<file path="src/rtl/ora_misr.sv">
// ora_misr - output response analyzer for the LBIST chain.
//
// Compacts one CUT response word per clock into a multiple-input signature
// register (MISR) while the pattern generator runs. When the generator
// raises END (or the pattern budget runs out) the signature is compared
// against a golden value and a sticky PASS/FAIL verdict is reported.
//
// Ports:
//   clk            in   1     system clock, rising edge
//   rst            in   1     synchronous reset, active high
//   END            in   1     generator exhausted; RESPONSE not valid while high
//   RESPONSE       in   BITS  CUT response for the current pattern
//   SIGNATURE      out  BITS  current MISR contents
//   PATTERN_COUNT  out  CW    responses absorbed (capped at MAX_PATTERNS)
//   DONE           out  1     analysis finished, sticky until rst
//   PASS           out  1     DONE and signature matched and no timeout
//   FAIL           out  1     DONE and (signature mismatch or timeout)
//   TIMEOUT        out  1     MAX_PATTERNS absorbed without END
//   o_dbg_state    out  2     FSM state: 0 = COMPRESS, 1 = COMPARE, 2 = DONE
//
// Input handshake: there is no valid/ready pair. Every clock in COMPRESS
// with END low is a valid response beat; END high marks the stream end and
// its accompanying RESPONSE is never absorbed. Inputs are ignored outside
// COMPRESS.

module ora_misr #(
    parameter int              BITS         = 4,
    parameter logic [BITS-1:0] POLY         = 4'b0011,
    parameter logic [BITS-1:0] SEED         = {BITS{1'b0}},
    parameter logic [BITS-1:0] GOLDEN       = 4'h3,
    parameter int              MAX_PATTERNS = 16,
    localparam int             CW           = $clog2(MAX_PATTERNS + 1)
) (
    input  logic            clk,
    input  logic            rst,
    input  logic            END,
    input  logic [BITS-1:0] RESPONSE,
    output logic [BITS-1:0] SIGNATURE,
    output logic [CW-1:0]   PATTERN_COUNT,
    output logic            DONE,
    output logic            PASS,
    output logic            FAIL,
    output logic            TIMEOUT,
    output logic [1:0]      o_dbg_state
);

    localparam logic [CW-1:0] MAX_CNT = CW'(MAX_PATTERNS);

    typedef enum logic [1:0] {
        S_COMPRESS = 2'd0,
        S_COMPARE  = 2'd1,
        S_DONE     = 2'd2
    } state_t;

    state_t          r_state;
    logic [BITS-1:0] r_sig;
    logic [CW-1:0]   r_cnt;
    logic            r_done;
    logic            r_pass;
    logic            r_fail;
    logic            r_timeout;

    state_t          w_state_nxt;
    logic [BITS-1:0] w_sig_nxt;
    logic [CW-1:0]   w_cnt_nxt;
    logic            w_done_nxt;
    logic            w_pass_nxt;
    logic            w_fail_nxt;
    logic            w_timeout_nxt;

    logic            w_fb;
    logic [BITS-1:0] w_misr;
    logic            w_good;

    // Internal-XOR MISR: shift towards the MSB, fold the outgoing MSB back
    // into the tapped stages, then XOR the response in parallel.
    assign w_fb   = r_sig[BITS-1];
    assign w_misr = {r_sig[BITS-2:0], 1'b0} ^ (POLY & {BITS{w_fb}}) ^ RESPONSE;

    // A timed-out run can never pass, whatever the signature happens to be.
    assign w_good = (r_sig == GOLDEN) & ~r_timeout;

    always_comb begin
        w_state_nxt   = r_state;
        w_sig_nxt     = r_sig;
        w_cnt_nxt     = r_cnt;
        w_done_nxt    = r_done;
        w_pass_nxt    = r_pass;
        w_fail_nxt    = r_fail;
        w_timeout_nxt = r_timeout;

        case (r_state)
            S_COMPRESS: begin
                // END is checked first so a run ending exactly at the budget
                // is a normal end, not a timeout.
                if (END) begin
                    w_state_nxt = S_COMPARE;
                end else if (r_cnt == MAX_CNT) begin
                    w_timeout_nxt = 1'b1;
                    w_state_nxt   = S_COMPARE;
                end else begin
                    w_sig_nxt = w_misr;
                    w_cnt_nxt = r_cnt + CW'(1);
                end
            end
            S_COMPARE: begin
                w_pass_nxt  = w_good;
                w_fail_nxt  = ~w_good;
                w_done_nxt  = 1'b1;
                w_state_nxt = S_DONE;
            end
            S_DONE: begin
                // Verdict holds until reset.
            end
            default: begin
                w_state_nxt = S_COMPRESS;
            end
        endcase
    end

    always_ff @(posedge clk) begin
        if (rst) begin
            r_state   <= S_COMPRESS;
            r_sig     <= SEED;
            r_cnt     <= '0;
            r_done    <= 1'b0;
            r_pass    <= 1'b0;
            r_fail    <= 1'b0;
            r_timeout <= 1'b0;
        end else begin
            r_state   <= w_state_nxt;
            r_sig     <= w_sig_nxt;
            r_cnt     <= w_cnt_nxt;
            r_done    <= w_done_nxt;
            r_pass    <= w_pass_nxt;
            r_fail    <= w_fail_nxt;
            r_timeout <= w_timeout_nxt;
        end
    end

    assign SIGNATURE     = r_sig;
    assign PATTERN_COUNT = r_cnt;
    assign DONE          = r_done;
    assign PASS          = r_pass;
    assign FAIL          = r_fail;
    assign TIMEOUT       = r_timeout;
    assign o_dbg_state   = r_state;

endmodule

</file>
<file path="config.mk">
export PLATFORM = sky130hd
export DESIGN_NAME = ora_misr
export DESIGN_NICKNAME = d
export VERILOG_FILES = /design/src/rtl/ora_misr.sv
export SDC_FILE = /design/constraint.sdc
export NUM_CORES = 1
export LEC_CHECK = 0
export ABC_AREA = 1
export BUFFER_PORTS_ARGS = -buffer_cell sky130_fd_sc_hd__buf_2
export CORE_MARGIN = 2
export CORE_UTILIZATION = 49
export DETAILED_ROUTE_END_ITERATION = 8
export GPL_ROUTABILITY_DRIVEN = 0
export PLACE_DENSITY = 0.77
export SYNTH_ARGS = -nofsm -noshare
export SYNTH_HDL_FRONTEND = slang
export SYNTH_SLANG_ARGS = --single-unit
</file>
<file path="constraint.sdc">
create_clock -name clk -period 1.3 [get_ports clk]
set_input_delay 0.13 -clock clk [delete_from_list [all_inputs] [get_ports clk]]
set_output_delay 0.13 -clock clk [all_outputs]
set_load 0.02 [all_outputs]
</file>
==> out/qor.csv, run 1 <==
stage,metric,value,unit
clock_network,CTS Sinks,15,
routing,DR iter-0 viols,15,
critical_path,Critical Path AT,1430,ps
critical_path,CP max-delay cell,dfxtp_4,
routing,routed vias,735,
critical_path,Crit Path Class,reg -> reg,
power_and_ir_drop,VDD IR max,691,uV
status,run status,"finished, final reports clean",
power_and_ir_drop,Leak,0.473,nW
layout,FF+latch area,305,sq um
global_route,pin count of the biggest net entering global routing,10,
clock_network,clock slew at reported path FFs,90,ps
global_route,Total GRT Usage,19.0,%
routing,total iterations of the first detailed-routing run,4,
clock_network,CTS tree,done,
floorplan,Die Y,44.0,um
timing,post-layout min period,1240,ps
timing,Layout Skew,0.886,ps
timing,TNS Setup,0,ps
logic_synthesis,unique cell type count in the Yosys netlist,21,
timing,setup violators final,0,
layout,ant diodes,0,
floorplan,CORE AREA,1510,sq um
clock_network,CTS Buf Count,3,
floorplan,Die ar.,1940,sq um
global_route,first-pass GRT wire length,2740,um
global_route,"Remaining Overflow, GRT",0,
logic_synthesis,"Cell Area, Synth",785,sq um
floorplan,Initial Util,52.1,%
logic_synthesis,Ys Warns,0,
place,placed cell count,143,
routing,DR vias/cell,4.93,
logic_synthesis,synth top area cells,"dfxtp_1 (38%), nand2_1 (11%), nor2_1 (7.2%)",
critical_path,cells along the critical path,inv_1 > ha_1 > nand2_2 > buf_4 > nor2_4 > nor2_8 > nor2_1 > nor2_1,
place,DP Area,908,sq um
critical_path,most numerous cell on the critical path,nor2_1,
clock_network,CTS Root Cell,clkbuf_4,
logic_synthesis,Post-Syn Nets,115,
place,Port Buf Inserts,21,
layout,Layout Utilization,63.9,%
power_and_ir_drop,total power,1.15,mW
critical_path,flop2flop setup slack,60,ps
layout,"commonest cells after routing, fill and taps aside","nand2_1 (23), buf_2 (21), nor2_1 (14)",
layout,Non-Filler Instances,149,
timing,final-report hold violation count,0,
layout,net count reported at finish,143,
routing,post-route ant nets,0,
layout,"Design Area, Final",962,sq um
routing,wire length per cell,11.2,um
critical_path,Worst Path Max Fanout,7,
floorplan,row count,14,
routing,final routed DRC violation total,0,
layout,area occupied by multi-input gates,423,sq um
logic_synthesis,Synth Register Bits,15,
clock_network,H-tree levels,1,
place,DPL Wire Length,1250,um
floorplan,DIE WIDTH,44.0,um
flow_run,Max Cap Viol,0,
global_route,number of global-route vias before repair,652,
layout,"commonest non-fill, non-tap cell in the layout",nand2_1,
critical_path,R2R Path End,SIGNATURE[2]$_SDFFE_PP0P_,
timing,fin crit share,95.5,%
clock_network,latest clock arrival within the worst-skew pair,280,ps
critical_path,largest delay contributor family on the critical path,simple AND/OR/NAND/NOR gates,
logic_synthesis,Mean Syn Cell Area,7.40,sq um
logic_synthesis,Mapped Cells,106,
worst_hold_path,Hold Path Depth,2,
timing,max-slew violation count,0,
critical_path,Reg-to-Reg Start,PATTERN_COUNT[1]$_SDFFE_PP0P_,
floorplan,IO Count,22,
layout,P&R area growth vs syn,22.6,%
critical_path,R2R depth,8,
worst_hold_path,worst hold path type,in -> reg,
layout,fraction of layout cells with a size suffix above 1,39.1,%
logic_synthesis,share of the synthesized area in the top cell type,38.3,%
routing,final WL,1680,um
worst_hold_path,Worst Hold Launch,rst,
timing,fmax,0.805,GHz
logic_synthesis,"Seq/Total Area, Yosys",38.3,%
clock_network,CTS Hold Bufs,0,
critical_path,"Req. time, crit path",1480,ps
critical_path,critical path endpoint category,register,
clock_network,CTS Buffer Depth,2,
worst_hold_path,Hold Path End,PATTERN_COUNT[4]$_SDFFE_PP0P_,
global_route,initial antenna violation count,0,
power_and_ir_drop,PD cells,1200,nW/um^2
critical_path,delay of the slowest critical-path stage,360,ps
critical_path,crit start category,register,
timing,Tightest Pin Transition,368,ps
critical_path,crit path buf inv count,2,
layout,fillcell total,151,
logic_synthesis,cell taking the most area after synthesis,dfxtp_1,
timing,Max transition margin,75.4,%
==> worst max path at each step <==
stage               slack (ps)  depth (start not counted)                           from                       endpoint
global route               -30                          8  PATTERN_COUNT[0]$_SDFFE_PP0P_  PATTERN_COUNT[0]$_SDFFE_PP0P_
CTS                         30                          8  PATTERN_COUNT[1]$_SDFFE_PP0P_      SIGNATURE[2]$_SDFFE_PP0P_
detailed placement          50                          8  PATTERN_COUNT[1]$_SDFFE_PP0P_      SIGNATURE[2]$_SDFFE_PP0P_
floorplan                   30                          8  PATTERN_COUNT[0]$_SDFFE_PP0P_  PATTERN_COUNT[0]$_SDFFE_PP0P_
finish                      60                          8  PATTERN_COUNT[1]$_SDFFE_PP0P_      SIGNATURE[2]$_SDFFE_PP0P_
global placement           100                          8  PATTERN_COUNT[1]$_SDFFE_PP0P_      SIGNATURE[2]$_SDFFE_PP0P_
==> per-layer routing <==
| metal | wire (um) | GRT usage, % | vias to the layer above |
|---|---|---|---|
| li1 | - | - | 384 |
| met1 | 766 | 25.1 | 335 |
| met2 | 830 | 30.0 | 14 |
| met3 | 68 | 3.67 | 2 |
| met4 | 10 | 9.09 | 0 |
| met5 | 0 | 0 | - |
==> synth_stat cells, drive strengths merged <==
cell type   n
inv        14
nand2      29
o21ai       5
a21oi       6
buf         1
clkinv      1
nand4       2
nand3       6
nor2       20
nor3        1
nand3b      1
xor2        3
dfxtp      15
ha          2
==> power breakdown <==
part,leakage [nW],switching [mW],total [mW],internal (mW)
Sequential,0.124,0.0390,0.544,0.505
Combinational,0.332,0.219,0.345,0.126
Clock,0.0177,0.150,0.264,0.114
==> state kept, by name, summed over array words and instances (netlist names) <==
name and cells:
PATTERN_COUNT 5, SIGNATURE 4, o_dbg_state 2, DONE 1, FAIL 1, PASS 1, TIMEOUT 1
==> cells by family (layout without fill, tap and decap cells) <==
group,count (synthesis),count (layout),share of synthesized area (%)
XOR/XNOR,3,3,3.35
adder cells (fa/ha/maj),2,2,3.19
AO/OA/AOI/OAI,11,11,7.02
flip-flops,15,15,38.3
AND/OR/NAND/NOR,59,59,39.2
buffers and inverters,16,43,8.93
==> what timing repair did <==
item / 4_1_cts / 5_1_grt
gates resized for setup: 0 / 4
setup buffers: 0 / 2
endpoints found under the setup margin: 0 / 9
==> stage by stage <==
step / setup slack, ps / hold WS (ps)
after detailed placement: 45.6 / 409
after global placement: 103 / 406
after floorplan: 31.7 / 199
after global routing: -31.1 / 111
after CTS: 31.3 / 101
final: 57.9 / 103
==> final cells by class <==
cell class              instances  area share (%)
clock buffers                   3            2.34
clock inverters                 1           0.520
inverters                      15            6.11
multi-input cells              75            44.0
flip-flops and latches         15            31.7
well taps                      16            2.08
repair buffers                 24            13.3
Note: power is estimated with default switching activity, not from simulation.
==> inputs of run 2 (changes only) <==
ABC_AREA = not set   (was 1)
CORE_UTILIZATION = 47   (was 49)
PLACE_DENSITY = 0.76   (was 0.77)
==> out/qor.csv, run 2 <==
stage,metric,value,unit,change
critical_path,crit start category,register,,unchanged
routing,final routed DRC violation total,0,,unchanged
logic_synthesis,"Cell Area, Synth",683,sq um,was 785 sq um
place,Port Buf Inserts,21,,unchanged
logic_synthesis,unique cell type count in the Yosys netlist,26,,was 21
floorplan,IO Count,22,,unchanged
critical_path,crit path from,PATTERN_COUNT[1]$_SDFFE_PP0P_,,unchanged
critical_path,Critical Path AT,1620,ps,was 1430 ps
logic_synthesis,"Seq/Total Area, Yosys",44.0,%,was 38.3%
timing,Tightest Pin Transition,317,ps,was 368 ps
timing,fin crit share,107,%,was 95.5%
logic_synthesis,Mapped Cells,72,,was 106
timing,post-layout min period,1400,ps,was 1240 ps
layout,"commonest non-fill, non-tap cell in the layout",buf_2,,was nand2_1
logic_synthesis,synth top area cells,"dfxtp_1 (44%), a21oi_1 (7.3%), nor2_1 (3.8%)",,"was dfxtp_1 (38%), nand2_1 (11%), nor2_1 (7.2%)"
logic_synthesis,"EDFF count, synth",0,,unchanged
clock_network,CTS Buffer Depth,2,,unchanged
logic_synthesis,Synth top cells by count,"dfxtp_1 (15), a21oi_1 (10), nor2_1 (7)",,"was nand2_1 (23), dfxtp_1 (15), nor2_1 (15)"
clock_network,Post-CTS Setup Inserts,0,,unchanged
clock_network,CTS Buf Count,3,,unchanged
power_and_ir_drop,Clock power frac,22.1,%,was 22.9%
power_and_ir_drop,VDD IR max,1020,uV,was 691 uV
place,placed cell count,121,,was 143
timing,setup violators final,5,,was 0
routing,DR vias/cell,5.25,,was 4.93
clock_network,CTS Sinks,15,,unchanged
logic_synthesis,cell taking the most area after synthesis,dfxtp_1,,unchanged
critical_path,largest delay contributor family on the critical path,simple AND/OR/NAND/NOR gates,,unchanged
layout,fraction of layout cells with a size suffix above 1,52.7,%,was 39.1%
floorplan,Die ar.,1770,sq um,was 1940 sq um
global_route,"Remaining Overflow, GRT",0,,unchanged
clock_network,CTS Hold Bufs,0,,unchanged
global_route,initial antenna violation count,0,,unchanged
global_route,number of global-route vias before repair,593,,was 652
critical_path,Worst Path Max Fanout,5,,was 7
global_route,first-pass GRT wire length,2680,um,was 2740 um
critical_path,crit path buf inv count,1,,was 2
worst_hold_path,Worst Hold Launch,RESPONSE[2],,was rst
floorplan,Initial Util,51.2,%,was 52.1%
clock_network,CTS tree,done,,unchanged
power_and_ir_drop,switching pwr,0.388,mW,was 0.408 mW
critical_path,delay of the slowest critical-path stage,420,ps,was 360 ps
status,failing checks,setup timing,,
power_and_ir_drop,PD cells,1210,nW/um^2,was 1200 nW/um^2
clock_network,CTS Root Cell,clkbuf_4,,unchanged
timing,Max transition margin,78.9,%,was 75.4%
routing,wire length per cell,12.0,um,was 11.2 um
logic_synthesis,most frequent cell after synthesis,dfxtp_1,,was nand2_1
critical_path,cells along the critical path,inv_2 > ha_4 > and4bb_2 > or4_4 > a21oi_2,,was inv_1 > ha_1 > nand2_2 > buf_4 > nor2_4 > nor2_8 > nor2_1 > nor2_1
layout,Non-Filler Instances,125,,was 149
global_route,Total GRT Usage,19.2,%,was 19.0%
power_and_ir_drop,Pint,0.822,mW,was 0.745 mW
critical_path,CP max-delay cell,or4_4,,was dfxtp_4
worst_hold_path,worst hold path type,in -> reg,,unchanged
routing,final WL,1500,um,was 1680 um
timing,max-slew violation count,0,,unchanged
clock_network,clock slew at reported path FFs,100,ps,was 90 ps
routing,DR iter-0 viols,15,,unchanged
logic_synthesis,Mean Syn Cell Area,9.49,sq um,was 7.40 sq um
logic_synthesis,share of the synthesized area in the top cell type,44.0,%,was 38.3%
layout,ant diodes,0,,unchanged
critical_path,Reg-to-Reg Start,PATTERN_COUNT[1]$_SDFFE_PP0P_,,unchanged
logic_synthesis,Ys Warns,0,,unchanged
power_and_ir_drop,Combinational Power Share,33.0,%,was 29.9%
critical_path,critical path endpoint category,register,,unchanged
routing,post-route ant nets,0,,unchanged
power_and_ir_drop,Flop pwr share,44.9,%,was 47.2%
place,DPL Wire Length,1100,um,was 1250 um
routing,total iterations of the first detailed-routing run,4,,unchanged
clock_network,H-tree levels,1,,unchanged
timing,RSZ-0062 raised after global routing,yes,,
power_and_ir_drop,Leak,0.446,nW,was 0.473 nW
timing,fmax,0.717,GHz,was 0.805 GHz
layout,net count reported at finish,120,,was 143
logic_synthesis,main flop type after synthesis,dfxtp_1,,unchanged
logic_synthesis,Synth Register Bits,15,,unchanged
floorplan,Die Y,42.1,um,was 44.0 um
critical_path,"Req. time, crit path",1530,ps,was 1480 ps
floorplan,DIE WIDTH,42.1,um,was 44.0 um
layout,"commonest cells after routing, fill and taps aside","buf_2 (21), buf_4 (14), dfxtp_1 (11)",,"was nand2_1 (23), buf_2 (21), nor2_1 (14)"
status,run status,"finished, violations left",,"was finished, final reports clean"
floorplan,row count,13,,was 14
clock_network,latest clock arrival within the worst-skew pair,280,ps,about the same
power_and_ir_drop,Switching Share,32.1,%,was 35.4%
flow_run,Max Cap Viol,0,,unchanged
timing,Layout Skew,12.0,ps,was 0.886 ps
critical_path,Crit Path Class,reg -> reg,,unchanged
layout,FF+latch area,315,sq um,was 305 sq um
layout,area occupied by multi-input gates,403,sq um,was 423 sq um
logic_synthesis,Post-Syn Nets,81,,was 115
layout,fillcell total,93,,was 151
layout,P&R area growth vs syn,46.3,%,was 22.6%
layout,max reg flops,5,,unchanged
logic_synthesis,Post-synth ARST share,0,%,unchanged
timing,post-route worst setup slack,-95.3,ps,was 57.9 ps
timing,final-report hold violation count,0,,unchanged
routing,routed vias,656,,was 735
global_route,pin count of the biggest net entering global routing,18,,was 10
floorplan,CORE AREA,1330,sq um,was 1510 sq um
power_and_ir_drop,total power,1.21,mW,was 1.15 mW
[run 2: worst paths after layout]
check,endpoint,slack (ps),cells past startpoint
worst max-delay path,PATTERN_COUNT[2]$_SDFFE_PP0P_,-100,5
worst min-delay path,SIGNATURE[2]$_SDFFE_PP0P_,160,3
worst max register to register,PATTERN_COUNT[2]$_SDFFE_PP0P_,-100,5
worst min register to register,o_dbg_state[0]$_SDFFE_PP0P_,450,1
[run 2: power groups by stage]
| stage | registers, mW | clock network (mW) | logic [mW] |
|---|---|---|---|
| after floorplan | 0.617 | 0 | 0.143 |
| after global routing | 0.552 | 0.300 | 0.432 |
| after detailed placement | 0.551 | 0 | 0.369 |
| after CTS | 0.542 | 0.275 | 0.391 |
| after global placement | 0.548 | 0 | 0.366 |
| final | 0.544 | 0.268 | 0.399 |
[run 2: layout make-up]
class / instances / area share, %
well taps: 15 / 1.88
clock buffers: 3 / 2.25
repair buffers: 36 / 22.2
clock inverters: 1 / 0.501
multi-input cells: 52 / 40.3
flip-flops and latches: 15 / 31.5
inverters: 3 / 1.38
[run 2: tightest hold or removal path: cells and delay by family]
family / cells / cell delay (ps)
buffers and inverters: 1 / 80
XOR/XNOR: 1 / 110
AO/OA/AOI/OAI: 1 / 70
[run 2: cell families (layout without fill, tap and decap cells)]
group,after synthesis,in the layout,synth area share [%]
AND/OR/NAND/NOR,27,27,25.5
AO/OA/AOI/OAI,17,17,13.6
flip-flops,15,15,44.0
buffers and inverters,5,43,2.75
XOR/XNOR,4,4,7.33
adder cells (fa/ha/maj),2,2,3.66
multiplexers,2,2,3.30
[run 2: through the flow]
| step | TNS, ps | utilization, % | instance area [sq um] | setup slack (ps) | hold slack [ps] |
|---|---|---|---|---|---|
| after floorplan | -89.6 | - | 701 | -89.6 | 335 |
| after global routing | -613 | 75.0 | 1000 | -150 | 155 |
| final | -229 | 75.0 | 1000 | -95.3 | 158 |
| after global placement | -133 | 69.7 | 930 | -52.6 | 435 |
| after CTS | -115 | 73.6 | 982 | -81.7 | 158 |
| after detailed placement | -76.5 | 69.7 | 930 | -72.7 | 445 |
[run 2: metal layers]
metal	up-vias	share of wire, %	track usage (%)
met1	301	49	28.0
met4	0	1.0	5.63
li1	336	-	-
met3	2	4.6	3.88
met5	-	0	0
met2	17	45	28.4
[run 2: timing repair]
action / CTS / global route
gates resized for setup: 5 / 6
pin swaps: 2 / 1
endpoints found under the setup margin: 8 / 9
